**src/rtl/mem_arb_pkg.sv**
```systemverilog
// Shared types and address-slice constants for the CPU/RAM port arbiter.
// The statistics feature is selected by MEM_ARB_STATS_EN in mem_arbiter.
package mem_arb_pkg;

  typedef enum logic [1:0] {
    OWN_NONE = 2'd0,
    OWN_I    = 2'd1,
    OWN_D    = 2'd2
  } owner_e;

  localparam int WORD_ADDR_W = 22;
  localparam int ADDR_LSB    = 2;
  localparam int ADDR_MSB    = ADDR_LSB + WORD_ADDR_W - 1;

  // Byte address to RAM word address; the low byte-offset bits are dropped.
  function automatic logic [WORD_ADDR_W-1:0] word_addr(input logic [31:0] byte_addr);
    return byte_addr[ADDR_MSB:ADDR_LSB];
  endfunction

endpackage

```
**src/rtl/mem_arb_stats.sv**
```systemverilog
// Grant and conflict counters for mem_arbiter; built only when MEM_ARB_STATS_EN is defined.
// Counters wrap at 2^32 and clear takes priority over increment.
module mem_arb_stats
  import mem_arb_pkg::*;
(
  input  logic        clk,
  input  logic        rst,
  input  logic        clr,
  input  logic        i_grant,
  input  logic        d_grant,
  input  logic        conflict,
  output logic [31:0] i_grants,
  output logic [31:0] d_grants,
  output logic [31:0] conflicts
);

  logic [31:0] i_grants_q, i_grants_d;
  logic [31:0] d_grants_q, d_grants_d;
  logic [31:0] conflicts_q, conflicts_d;

  always_comb begin
    i_grants_d  = i_grants_q;
    d_grants_d  = d_grants_q;
    conflicts_d = conflicts_q;
    if (clr) begin
      i_grants_d  = '0;
      d_grants_d  = '0;
      conflicts_d = '0;
    end else begin
      if (i_grant)  i_grants_d  = i_grants_q + 32'd1;
      if (d_grant)  d_grants_d  = d_grants_q + 32'd1;
      if (conflict) conflicts_d = conflicts_q + 32'd1;
    end
  end

  always_ff @(posedge clk) begin
    if (rst) begin
      i_grants_q  <= '0;
      d_grants_q  <= '0;
      conflicts_q <= '0;
    end else begin
      i_grants_q  <= i_grants_d;
      d_grants_q  <= d_grants_d;
      conflicts_q <= conflicts_d;
    end
  end

  assign i_grants  = i_grants_q;
  assign d_grants  = d_grants_q;
  assign conflicts = conflicts_q;

endmodule

```
**src/rtl/mem_arbiter.sv**
```systemverilog
// Shares one synchronous-read RAM between the fetch and data ports; data wins unless a
// fetch has waited MAX_WAIT cycles. Statistics counters exist only with MEM_ARB_STATS_EN.
//
// owner_q   | meaning
// OWN_NONE  | no access issued last cycle, no response this cycle
// OWN_I     | fetch granted last cycle, i_resp_valid this cycle
// OWN_D     | data granted last cycle, d_resp_valid this cycle
module mem_arbiter
  import mem_arb_pkg::*;
#(
  parameter int MAX_WAIT = 4
) (
  input  logic                   clk,
  input  logic                   rst,
  input  logic                   i_valid,
  output logic                   i_ready,
  input  logic [31:0]            i_addr,
  output logic                   i_resp_valid,
  output logic [31:0]            i_rdata,
  input  logic                   d_valid,
  output logic                   d_ready,
  input  logic [31:0]            d_addr,
  input  logic [31:0]            d_wdata,
  input  logic [3:0]             d_wstrb,
  output logic                   d_resp_valid,
  output logic [31:0]            d_rdata,
  output logic [3:0]             ram_wen,
  output logic [WORD_ADDR_W-1:0] ram_addr,
  output logic [31:0]            ram_wdata,
  input  logic [31:0]            ram_rdata,
  input  logic                   stat_clr,
  output logic [31:0]            stat_i_grants,
  output logic [31:0]            stat_d_grants,
  output logic [31:0]            stat_conflicts
);

  localparam int CNT_W = $clog2(MAX_WAIT + 1);

  owner_e           owner_q, owner_d;
  logic [CNT_W-1:0] wait_cnt_q, wait_cnt_d;
  logic             promoted;

  always_comb begin
    promoted   = (wait_cnt_q == CNT_W'(MAX_WAIT));
    d_ready    = d_valid & ~(promoted & i_valid) & ~rst;
    i_ready    = i_valid & ~d_ready & ~rst;

    ram_addr   = '0;
    ram_wen    = '0;
    ram_wdata  = '0;
    owner_d    = OWN_NONE;
    if (d_ready) begin
      ram_addr  = word_addr(d_addr);
      ram_wen   = d_wstrb;
      ram_wdata = d_wdata;
      owner_d   = OWN_D;
    end else if (i_ready) begin
      ram_addr  = word_addr(i_addr);
      owner_d   = OWN_I;
    end

    // Saturates so the promotion holds until the fetch is actually taken.
    wait_cnt_d = '0;
    if (i_valid && !i_ready) begin
      wait_cnt_d = promoted ? wait_cnt_q : wait_cnt_q + CNT_W'(1);
    end
  end

  always_ff @(posedge clk) begin
    if (rst) begin
      owner_q    <= OWN_NONE;
      wait_cnt_q <= '0;
    end else begin
      owner_q    <= owner_d;
      wait_cnt_q <= wait_cnt_d;
    end
  end

  assign i_resp_valid = (owner_q == OWN_I);
  assign d_resp_valid = (owner_q == OWN_D);
  assign i_rdata      = ram_rdata;
  assign d_rdata      = ram_rdata;

`ifdef MEM_ARB_STATS_EN
  logic unused_addr_bits;
  assign unused_addr_bits = ^{i_addr[31:ADDR_MSB+1], i_addr[ADDR_LSB-1:0],
                              d_addr[31:ADDR_MSB+1], d_addr[ADDR_LSB-1:0]};

  mem_arb_stats u_stats (
    .clk       (clk),
    .rst       (rst),
    .clr       (stat_clr),
    .i_grant   (i_ready),
    .d_grant   (d_ready),
    .conflict  (i_valid & d_valid),
    .i_grants  (stat_i_grants),
    .d_grants  (stat_d_grants),
    .conflicts (stat_conflicts)
  );
`else
  logic unused_addr_bits;
  assign unused_addr_bits = ^{i_addr[31:ADDR_MSB+1], i_addr[ADDR_LSB-1:0],
                              d_addr[31:ADDR_MSB+1], d_addr[ADDR_LSB-1:0], stat_clr};

  assign stat_i_grants  = '0;
  assign stat_d_grants  = '0;
  assign stat_conflicts = '0;
`endif

endmodule

```
**config.mk**
```make
export PLATFORM = sky130hd
export DESIGN_NAME = mem_arbiter
export DESIGN_NICKNAME = d
export VERILOG_FILES = /design/src/rtl/mem_arb_pkg.sv /design/src/rtl/mem_arb_stats.sv /design/src/rtl/mem_arbiter.sv
export SDC_FILE = /design/constraint.sdc
export NUM_CORES = 1
export LEC_CHECK = 0
export ABC_AREA = 1
export CAP_MARGIN = 20
export CORE_AREA = 4 4 137 139
export CTS_CLUSTER_SIZE = 40
export DETAILED_ROUTE_END_ITERATION = 10
export DIE_AREA = 0 0 141 143
export GPL_TIMING_DRIVEN = 1
export HOLD_SLACK_MARGIN = 0.03
export MAX_ROUTING_LAYER = met4
export RECOVER_POWER = 50
export SLEW_MARGIN = 20
export SYNTH_ARGS = -nofsm -noshare
export SYNTH_HDL_FRONTEND = slang
export SYNTH_HIERARCHICAL = 1
export SYNTH_SLANG_ARGS = --single-unit
```
**constraint.sdc**
```tcl
create_clock -name clk -period 1.5 [get_ports clk]
set_input_delay 0.375 -clock clk [delete_from_list [all_inputs] [get_ports clk]]
set_output_delay 0.375 -clock clk [all_outputs]
set_load 0.05 [all_outputs]
```
==> results.toml <==
[sta]
worst_hold_slack_ps = 588
min_period_ps = 1940
period_share_pct = 129
worst_slack_ps = -439
drv_slew = 0
setup_viol = 60
hold_viol_final = 0
rsz0062_at_grt = "yes"
fmax_ghz = 0.516
clock_skew_ps = 0.295

[routing]
dr_total_vias = 2104
postRouteAntennaNets = 0
drtIter0Drc = 54
wl_mm = 8.53
drt_pre_antenna_iters = 4
avgViaCountPerCell = 3.14
wl_per_cell_um = 12.7
drc = 0

[clock_network]
cts_root_buffer = "clkbuf_16"
cts_tree = "built"
clk_pin_slew_ps = 30
clock-sinks = 5
cts_max_path_buffers = 2
numCtsBuffers = 3
cts_max_level = 1
clk_latency_ps = 220
hold_buffers = 0

[logic_synthesis]
netlist_area_sq_um = 2160
yosys_warnings = 6
ys_types = 21
ys.flop_type = "dfxtp_1"
async_reset_ff_share_pct = 0
yosysTopAreaCellShare_pct = 56.3
netlist_instances = 348
synth_area_leader_cell = "buf_4"
ys_ff_latch = 5
synth_seq_area_share_pct = 4.64
synth.area.top_cells = "buf_4 (56%), inv_1 (7.7%), nor2_1 (7.1%)"
synth.most_common_cell = "buf_4"
netlist_top_cells_count = "buf_4 (162), inv_1 (44), nor2_1 (41), nand2_1 (24), nand3_1 (23)"
syn_area_per_cell_sq_um = 6.20
synth_enable_flop_cells = 0

[die]
die_y_um = 143
dieArea_sq_um = 20200
io_pins = 359
rows = 49
core_sq_um = 17700
fp.dieW_um = 141
start_util_pct = 12.2

[setup_path]
worstReg2RegStart = "wait_cnt_q[0]"
end_kind = "primary output"
critPathMaxStageDelay_ps = 330
path_class = "reg2out"
reg2reg_slack_ps = 290
critPathSlowestCell = "dfxtp_2"
cp_top_family = "buffers and inverters"
crit_fanout = 8
crit_required_ps = 1120
ff2ff_path_depth = 6
crit_start = "wait_cnt_q[0]"
worstReg2RegEnd = "owner_q[0]"
cp_num_buf_inv = 4
cp.arrival_ps = 1560
crit_path_start_kind = "flip-flop"
path_cells = "inv_2, ha_4, nand3_4, nand3_4, buf_12, clkbuf_16, nor2_4, buf_12"

[grt]
grt_pass1_wl_mm = 11.4
grt_pass1_vias = 2039
grt_usage_pct = 7.50
grt_overflow_total = 0
grt_max_degree = 24
antenna_found_initial = 0

[layout]
fin_cells = 670
area_delta_synth_final_pct = 109
final_nets = 581
nFillCells = 1879
drive_above_1_share_pct = 36.1
antennaDiodeCount = 0

[placement]
dp_cells = 656
port-buffer-count = 145
dp_hpwl_mm = 6.96
place_congestion = 0.717

[hold_path]
holdPathEnd = "wait_cnt_q[1]"
worstHoldStart = "wait_cnt_q[1]"
hp-class = "reg2reg"
holdPathStages = 4

[run_status]
violations = "setup timing"
outcome = "complete, but fails checks"

[power]
ir_drop_v = 0.000381
p_leak_nw = 2.01
p_per_area_nw_per_um2 = 525

[flow_run]
cap_violations = 0
## metrics by stage
stage | TNS [ps] | worst slack (ps) | util (%) | power [W] | cell area [sq um]
CTS | -25140 | -464 | 24.7 | 0.00234 | 4370
floorplan | -8830 | -190 | - | 0.00185 | 2940
finish | -24100 | -439 | 25.6 | 0.00237 | 4520
global placement | -33530 | -610 | 23.7 | 0.00186 | 4190
global route | -29110 | -515 | 25.6 | 0.00246 | 4520
detailed placement | -34400 | -610 | 23.7 | 0.00186 | 4190
## layout make-up
type	instances	area [sq um]	share of cell area, %
multi-input cells	218	1420	31.3
repair buffers	169	2460	54.5
flip-flops and latches	5	103	2.27
clock buffers	4	78.8	1.75
inverters	45	173	3.82
well taps	229	287	6.34
## state kept, by name, summed over array words and instances, names as in the netlist
signal      count
wait_cnt_q      3
owner_q         2
## layer usage
layer	vias up	wire [um]	global-route usage (%)
li1	990	-	-
met1	923	3020	7.68
met2	148	4290	13.4
met3	43	808	1.67
met4	0	412	3.93
met5	-	0	-
## layout by cell type (no fill, tap or decap), drive strengths merged
| cell type | instances |
|---|---|
| dfxtp | 5 |
| o21ai | 2 |
| nor2 | 42 |
| inv | 44 |
| bufbuf | 1 |
| dlygate4sd2 | 3 |
| clkbuf | 7 |
| nand2 | 25 |
| nand3 | 25 |
| buf | 82 |
| nand3b | 1 |
| conb | 96 |
| clkinvlp | 1 |
| xor2 | 1 |
| nand4 | 22 |
| clkdlybuf4s50 | 80 |
| and2 | 2 |
| ha | 2 |
## where the power goes
part | switching [W] | internal (W) | leakage [nW]
clock | 0.0000811 | 0.000352 | 0.0382
sequential | 0.00000218 | 0.000138 | 0.0418
combinational | 0.00114 | 0.000658 | 1.93
total | 0.00122 | 0.00115 | 2.01
## cells by family after synthesis
family | share of synthesized area [%]
flip-flops | 4.64
XOR/XNOR | 0.406
AO/OA/AOI/OAI | 0.464
buffers and inverters | 67.7
adder cells (fa/ha/maj) | 1.16
other | 0.174
AND/OR/NAND/NOR | 25.4
## worst min-delay path, cell delays in order (launching register included)
cell and delay, ps:
dfxtp_2 310, inv_2 70, o21ai_0 80, inv_1 50
nor2_1 30
## how the worst max path moves through the flow
stage                    endpoint  slack, ps  depth (start not counted)
finish                 ram_wen[1]       -440                          8
CTS                 ram_wdata[26]       -460                          7
floorplan           ram_wdata[10]       -190                          7
global placement     ram_addr[15]       -610                          7
detailed placement    ram_addr[0]       -610                          7
global route        ram_wdata[28]       -520                          8
## timing repair
| item | CTS | global route |
|---|---|---|
| setup buffers | 1 | 3 |
| endpoints found under the setup margin | 60 | 60 |
| pin swaps | 1 | 4 |
| gates resized for setup | 12 | 6 |
| gates cloned | 2 | 4 |
Note: power is estimated with default switching activity, not from simulation.
